<file path="config.mk">
export PLATFORM = sky130hd
export DESIGN_NAME = mem_arbiter_flat
export DESIGN_NICKNAME = d
export VERILOG_FILES = /design/src/rtl/mem_arbiter_if.sv /design/src/rtl/mem_arbiter.sv /design/src/flat_wrapper.sv
export SDC_FILE = /design/constraint.sdc
export NUM_CORES = 1
export LEC_CHECK = 0
export CAP_MARGIN = 20
export CORE_UTILIZATION = 44
export CTS_CLUSTER_SIZE = 30
export DETAILED_ROUTE_END_ITERATION = 6
export PLACE_DENSITY = 0.85
export SLEW_MARGIN = 0
export SYNTH_ARGS = -nofsm -noshare
export SYNTH_HDL_FRONTEND = slang
export SYNTH_SLANG_ARGS = --single-unit
</file>
<file path="constraint.sdc">
create_clock -name clk -period 2.5 [get_ports clk]
set_input_delay 0.5 -clock clk [delete_from_list [all_inputs] [get_ports clk]]
set_output_delay 0.5 -clock clk [all_outputs]
set_load 0.01 [all_outputs]
</file>
<file path="src/rtl/mem_arbiter_if.sv">
// rtl/mem_arbiter_if.sv - requester-side bus of the memory arbiter: level request, write data, ack pulse, read data
interface mem_arbiter_if #(
    parameter int ADDR_W = 5,
    parameter int DATA_W = 16
) ();
    logic              req;
    logic              we;
    logic [ADDR_W-1:0] addr;
    logic [DATA_W-1:0] wdata;
    logic              ack;
    logic [DATA_W-1:0] rdata;

    modport master (
        output req, we, addr, wdata,
        input  ack, rdata
    );

    modport slave (
        input  req, we, addr, wdata,
        output ack, rdata
    );
endinterface

</file>
<file path="src/rtl/mem_arbiter.sv">
// rtl/mem_arbiter.sv - two-port round-robin arbiter and IDLE/ACCESS/RESP sequencer for a single-port 32x16 memory
module mem_arbiter #(
    parameter int ADDR_W = 5,
    parameter int DATA_W = 16
) (
    input  logic              clk,
    input  logic              rst_n,
    mem_arbiter_if.slave      p0,
    mem_arbiter_if.slave      p1,
    output logic [ADDR_W-1:0] mem_addr,
    output logic [DATA_W-1:0] mem_wdata,
    output logic              mem_we,
    input  logic [DATA_W-1:0] mem_rdata,
    output logic              busy,
    output logic              last_grant
);

    localparam logic [1:0] IDLE   = 2'd0;
    localparam logic [1:0] ACCESS = 2'd1;
    localparam logic [1:0] RESP   = 2'd2;

    logic [1:0]        state;
    logic              gnt_q;
    logic              p0_ack_q;
    logic              p1_ack_q;
    logic [DATA_W-1:0] p0_rdata_q;
    logic [DATA_W-1:0] p1_rdata_q;

    logic              any_req;
    logic              win;
    logic              win_we;
    logic [ADDR_W-1:0] win_addr;
    logic [DATA_W-1:0] win_wdata;

    // On contention the port that did not win last time goes first.
    always_comb begin
        any_req = p0.req | p1.req;
        win     = (p0.req && p1.req) ? ~last_grant : p1.req;
        if (win) begin
            win_we    = p1.we;
            win_addr  = p1.addr;
            win_wdata = p1.wdata;
        end else begin
            win_we    = p0.we;
            win_addr  = p0.addr;
            win_wdata = p0.wdata;
        end
    end

    // mem_we doubles as the latched write enable: set on grant, cleared after ACCESS.
    always_ff @(posedge clk or negedge rst_n) begin
        if (!rst_n) begin
            state      <= IDLE;
            gnt_q      <= 1'b0;
            last_grant <= 1'b1;
            busy       <= 1'b0;
            mem_addr   <= '0;
            mem_wdata  <= '0;
            mem_we     <= 1'b0;
            p0_ack_q   <= 1'b0;
            p1_ack_q   <= 1'b0;
            p0_rdata_q <= '0;
            p1_rdata_q <= '0;
        end else begin
            p0_ack_q <= 1'b0;
            p1_ack_q <= 1'b0;
            case (state)
                IDLE: begin
                    if (any_req) begin
                        mem_addr   <= win_addr;
                        mem_wdata  <= win_wdata;
                        mem_we     <= win_we;
                        gnt_q      <= win;
                        last_grant <= win;
                        busy       <= 1'b1;
                        state      <= ACCESS;
                    end
                end
                ACCESS: begin
                    mem_we <= 1'b0;
                    if (gnt_q) begin
                        p1_rdata_q <= mem_rdata;
                        p1_ack_q   <= 1'b1;
                    end else begin
                        p0_rdata_q <= mem_rdata;
                        p0_ack_q   <= 1'b1;
                    end
                    state <= RESP;
                end
                RESP: begin
                    busy  <= 1'b0;
                    state <= IDLE;
                end
                default: begin
                    mem_we <= 1'b0;
                    busy   <= 1'b0;
                    state  <= IDLE;
                end
            endcase
        end
    end

    assign p0.ack   = p0_ack_q;
    assign p1.ack   = p1_ack_q;
    assign p0.rdata = p0_rdata_q;
    assign p1.rdata = p1_rdata_q;

endmodule

</file>
<file path="src/flat_wrapper.sv">
// flat-port wrapper written by rule: the top's interface ports become plain ports
module mem_arbiter_flat 
#(
    parameter int ADDR_W = 5,
    parameter int DATA_W = 16
)
  (clk, rst_n, mem_addr, mem_wdata, mem_we, mem_rdata, busy, last_grant, p0_req, p0_we, p0_addr, p0_wdata, p0_ack, p0_rdata, p1_req, p1_we, p1_addr, p1_wdata, p1_ack, p1_rdata);
  mem_arbiter_if #(.ADDR_W(ADDR_W), .DATA_W(DATA_W)) p0_i ();
  mem_arbiter_if #(.ADDR_W(ADDR_W), .DATA_W(DATA_W)) p1_i ();
  input  logic clk;
  input  logic rst_n;
  output logic [ADDR_W-1:0] mem_addr;
  output logic [DATA_W-1:0] mem_wdata;
  output logic mem_we;
  input  logic [DATA_W-1:0] mem_rdata;
  output logic busy;
  output logic last_grant;
  input wire logic [$bits(p0_i.req)-1:0] p0_req;
  input wire logic [$bits(p0_i.we)-1:0] p0_we;
  input wire logic [$bits(p0_i.addr)-1:0] p0_addr;
  input wire logic [$bits(p0_i.wdata)-1:0] p0_wdata;
  output wire logic [$bits(p0_i.ack)-1:0] p0_ack;
  output wire logic [$bits(p0_i.rdata)-1:0] p0_rdata;
  input wire logic [$bits(p1_i.req)-1:0] p1_req;
  input wire logic [$bits(p1_i.we)-1:0] p1_we;
  input wire logic [$bits(p1_i.addr)-1:0] p1_addr;
  input wire logic [$bits(p1_i.wdata)-1:0] p1_wdata;
  output wire logic [$bits(p1_i.ack)-1:0] p1_ack;
  output wire logic [$bits(p1_i.rdata)-1:0] p1_rdata;
  assign p0_i.req = p0_req;
  assign p0_i.we = p0_we;
  assign p0_i.addr = p0_addr;
  assign p0_i.wdata = p0_wdata;
  assign p0_ack = p0_i.ack;
  assign p0_rdata = p0_i.rdata;
  assign p1_i.req = p1_req;
  assign p1_i.we = p1_we;
  assign p1_i.addr = p1_addr;
  assign p1_i.wdata = p1_wdata;
  assign p1_ack = p1_i.ack;
  assign p1_rdata = p1_i.rdata;
  mem_arbiter #(.ADDR_W(ADDR_W), .DATA_W(DATA_W)) u_core (.clk(clk), .rst_n(rst_n), .p0(p0_i), .p1(p1_i), .mem_addr(mem_addr), .mem_wdata(mem_wdata), .mem_we(mem_we), .mem_rdata(mem_rdata), .busy(busy), .last_grant(last_grant));
endmodule
</file>
==> Flow_metrics.wiki <==
{| class="wikitable"
! Metric !! Value
|-
| Number of maximum-capacitance violations || 0
|-
| First-pass DRT Iterations || 5
|-
| Flip-flop and latch count after synthesis || 61
|-
| Num rows || 27
|-
| Diodes inserted || 0
|-
| Average footprint of a synthesized cell || 13.7 um^2
|-
| Routability congestion estimate from global placement || around 0.76
|-
| Final worst path period share || 0.772
|-
| Endpoint arrival time on the critical path || 1.43 ns
|-
| Worst path cell trace || clkdlybuf4s50_1
|-
| Commonest cells in the synthesized netlist || sky130_fd_sc_hd__dfrtp_1, sky130_fd_sc_hd__mux2_2, sky130_fd_sc_hd__nand2_1, sky130_fd_sc_hd__a211oi_1, sky130_fd_sc_hd__a2bb2oi_1
|-
| Setup clock skew after layout || 0.00453 ns
|-
| Static Leak || 1.69 nW
|-
| Status || finished, final reports clean
|-
| Critical path start-end classification || reg2out
|-
| Depth of the worst register-to-register path || 3
|-
| Utilization after layout || 0.727
|-
| Total number of clock tree sinks || 61
|-
| Setup repair after global routing missed its margin || no
|-
| H-tree Lvls || 3
|-
| Clock tree from TritonCTS || done
|-
| DRC || 0
|-
| Number of antenna-violating nets in the routed design || 0
|-
| Most common cell in the synthesized netlist || sky130_fd_sc_hd__dfrtp_1
|-
| Top cell family by delay on the critical path || flip-flops
|-
| Total die area || 0.00612 mm^2
|-
| IO buf count || 121
|-
| Clock root cell || sky130_fd_sc_hd__clkbuf_8
|-
| CTS buffer count || 9
|-
| Warnings, synthesis || 0
|-
| Latest clock arrival within the worst-skew pair || around 0.33 ns
|-
| Worst R2R Setup Slack || 0.84 ns
|-
| Startpoint kind of the worst setup timing path || register
|-
| First-pass GRT wire length || 10200 um
|-
| Maximum vdd ir drop || 0.808 mV
|-
| Cells taking the most area after synthesis || sky130_fd_sc_hd__dfrtp_1, sky130_fd_sc_hd__mux2_2, sky130_fd_sc_hd__a2bb2oi_1, sky130_fd_sc_hd__a211oi_1, sky130_fd_sc_hd__mux2_4
|-
| Vias per Instance || 5.09
|-
| Overall fraction of global-route tracks in use || 0.222
|-
| Power Density || 1290 mW/mm^2
|-
| Placeable core region || between 0.005 and 0.006 mm^2
|-
| Primary FF master, synth || sky130_fd_sc_hd__dfrtp_1
|-
| Worst flop-to-flop path startpoint || u_core.state[1]$_DFFE_PN0P_
|-
| Clock Path Buffers || 2
|-
| Final slew viol count || 0
|-
| Class of the tightest hold or removal check || in2async
|-
| First DRT Iteration DRCs || 60
|-
| Post-DP HPWL || 4640 um
|-
| Final Routed Wirelength || about 6400 um
|-
| Portion of synthesized cell area occupied by the leading cell type || 0.587
|-
| Sequential-to-total area share from yosys stat || 0.598
|-
| Share of flip-flops with an asynchronous set or reset || 1.00
|-
| Final critical-path required period || 1.93 ns
|-
| Global route overflow || 0
|-
| Buf/Inv on CP || 1
|-
| Worst setup EP type || output pin
|-
| Count of instances resized after the clock tree is built || 0
|-
| Floorplan die height || 78.2 um
|-
| Cell count after synthesis || approximately 190
|-
| Mapped Nets || 250
|-
| Clock transition time at the flip-flop clock pins of the worst setup and hold paths || 0.06 ns
|-
| Endpoints failing setup || 0
|-
| Synth area leader || sky130_fd_sc_hd__dfrtp_1
|-
| Die extent in x || 78.2 um
|-
| Worst reg2reg path endpoint || u_core.p0.rdata[10]$_DFFE_PN0P_
|-
| Post-CTS setup repair buffer count || 0
|-
| Setup TNS after final layout || 0 ns
|-
| Drt wl/cell || 16.3 um
|-
| Final Hold Violating Endpoints || 0
|-
| Hold buffer count at CTS || 0
|-
| Longest individual stage delay on the worst path || roughly 0.57 ns
|-
| CP max FO || 4
|-
| Netlist area before placement || 0.00256 mm^2
|-
| Worst Tran Pin Value || between 0.6 and 0.7 ns
|-
| Headroom to the max-slew limit || 0.543
|-
| Number of global-route vias before repair || 2116
|-
| Initial core utilization || 0.461
|-
| Post-synthesis to final-layout area growth || 57.6%
|-
| Highest-delay cell along the critical path || sky130_fd_sc_hd__dfstp_2
|-
| Final hold slack || 0.211 ns
|-
| Fill cells || 403
|-
| Yosys cell types || 21
|-
| Total via count after detailed routing || 1986
|-
| Top-Level Pins || 122
|-
| Final-stage net count || ~380
|-
| Share of layout cells above drive strength 1 || 0.208
|-
| Highest Clock Rate || 0.518 GHz
|-
| Data required time at the worst endpoint || 2.00 ns
|-
| Maximum number of pins on one net before global-route repair || 31
|-
| Number of antenna violations at the first check in global routing || 0
|-
| Post-synth EDFFs || 0
|}
routing by layer:
metal | routed length (um) | global-route usage
met1 | 2650 | 0.254
met2 | 3100 | 0.369
met3 | 548 | 0.0942
met4 | 65 | 0.0833
met5 | 0 | 0
cells in the final DEF, fill, tap and decap left out, drive strengths merged:
master         netlist  final
clkdlybuf4s50        0    120
dfrtp               60     60
mux2                34     34
nand2               23     23
a211oi              21     21
a2bb2oi             21     21
clkbuf               6     12
buf                  8     10
inv                  3      3
nor2b                2      2
clkinv               0      2
o21bai               1      1
nor2                 1      1
a21bo                1      1
a21boi               1      1
a21oi                1      1
a221oi               1      1
o22ai                1      1
clkinvlp             0      1
bufinv               0      1
dfstp                1      1
registers in the layout, indices dropped and copies added (netlist names):
signal,cells
u_core.mem_wdata,16
u_core.p0.rdata,16
u_core.p1.rdata,16
u_core.mem_addr,5
u_core.state,2
u_core.busy,1
u_core.gnt_q,1
u_core.last_grant,1
u_core.mem_we,1
u_core.p0.ack,1
u_core.p1.ack,1
area by class of cell:
class | instances | area (um^2) | area share
flip-flops and latches | 61 | 1530 | 0.379
well taps | 72 | 90.1 | 0.0224
repair buffers | 130 | 1270 | 0.316
clock buffers | 12 | 145 | 0.0360
multi-input cells | 108 | 933 | 0.232
clock inverters | 4 | 47.5 | 0.0118
inverters | 3 | 11.3 | 0.00280
cells by family after synthesis:
logic type,synth area share
buffers and inverters,0.0401
AND/OR/NAND/NOR,0.0480
multiplexers,0.163
AO/OA/AOI/OAI,0.151
flip-flops,0.598
power by group:
group | total [mW] | leakage (nW) | internal, mW | switching, mW
Combinational | 2.54 | 0.885 | 1.57 | 0.968
Sequential | 1.78 | 0.708 | 1.50 | 0.285
Clock | 0.855 | 0.0964 | 0.485 | 0.370
worst max-delay path by stage:
| stage | endpoint | start | slack, ns | depth (start not counted) |
|---|---|---|---|---|
| finish | last_grant | u_core.last_grant$_DFFE_PN1P_ | 0.57 | 1 |
| global placement | u_core.mem_addr[4]$_DFFE_PN0P_ | p1_req | 0.62 | 5 |
| floorplan | u_core.mem_wdata[10]$_DFFE_PN0P_ | p1_req | 1.07 | 4 |
| detailed placement | u_core.mem_addr[0]$_DFFE_PN0P_ | p1_req | 0.55 | 5 |
| CTS | last_grant | u_core.last_grant$_DFFE_PN1P_ | 0.54 | 1 |
| global route | last_grant | u_core.last_grant$_DFFE_PN1P_ | 0.52 | 1 |
stage by stage:
step                      power, mW  instances  setup slack, ns  instance area [um^2]
after CTS                      5.24        390            0.541                  4030
after global routing           5.48        390            0.517                  4030
after detailed placement       4.35        374            0.548                  3840
final                          5.18        390            0.569                  4030
after global placement         4.28        374            0.617                  3840
after floorplan                3.08        186             1.07                  2560
worst register-to-register path, cell delays in order (launching register included):
cell,delay [ns]
sky130_fd_sc_hd__dfrtp_1,0.43
sky130_fd_sc_hd__nor2b_4,0.16
sky130_fd_sc_hd__nor2b_4,0.55
sky130_fd_sc_hd__mux2_2,0.41
Note: power is estimated with default switching activity, not from simulation.
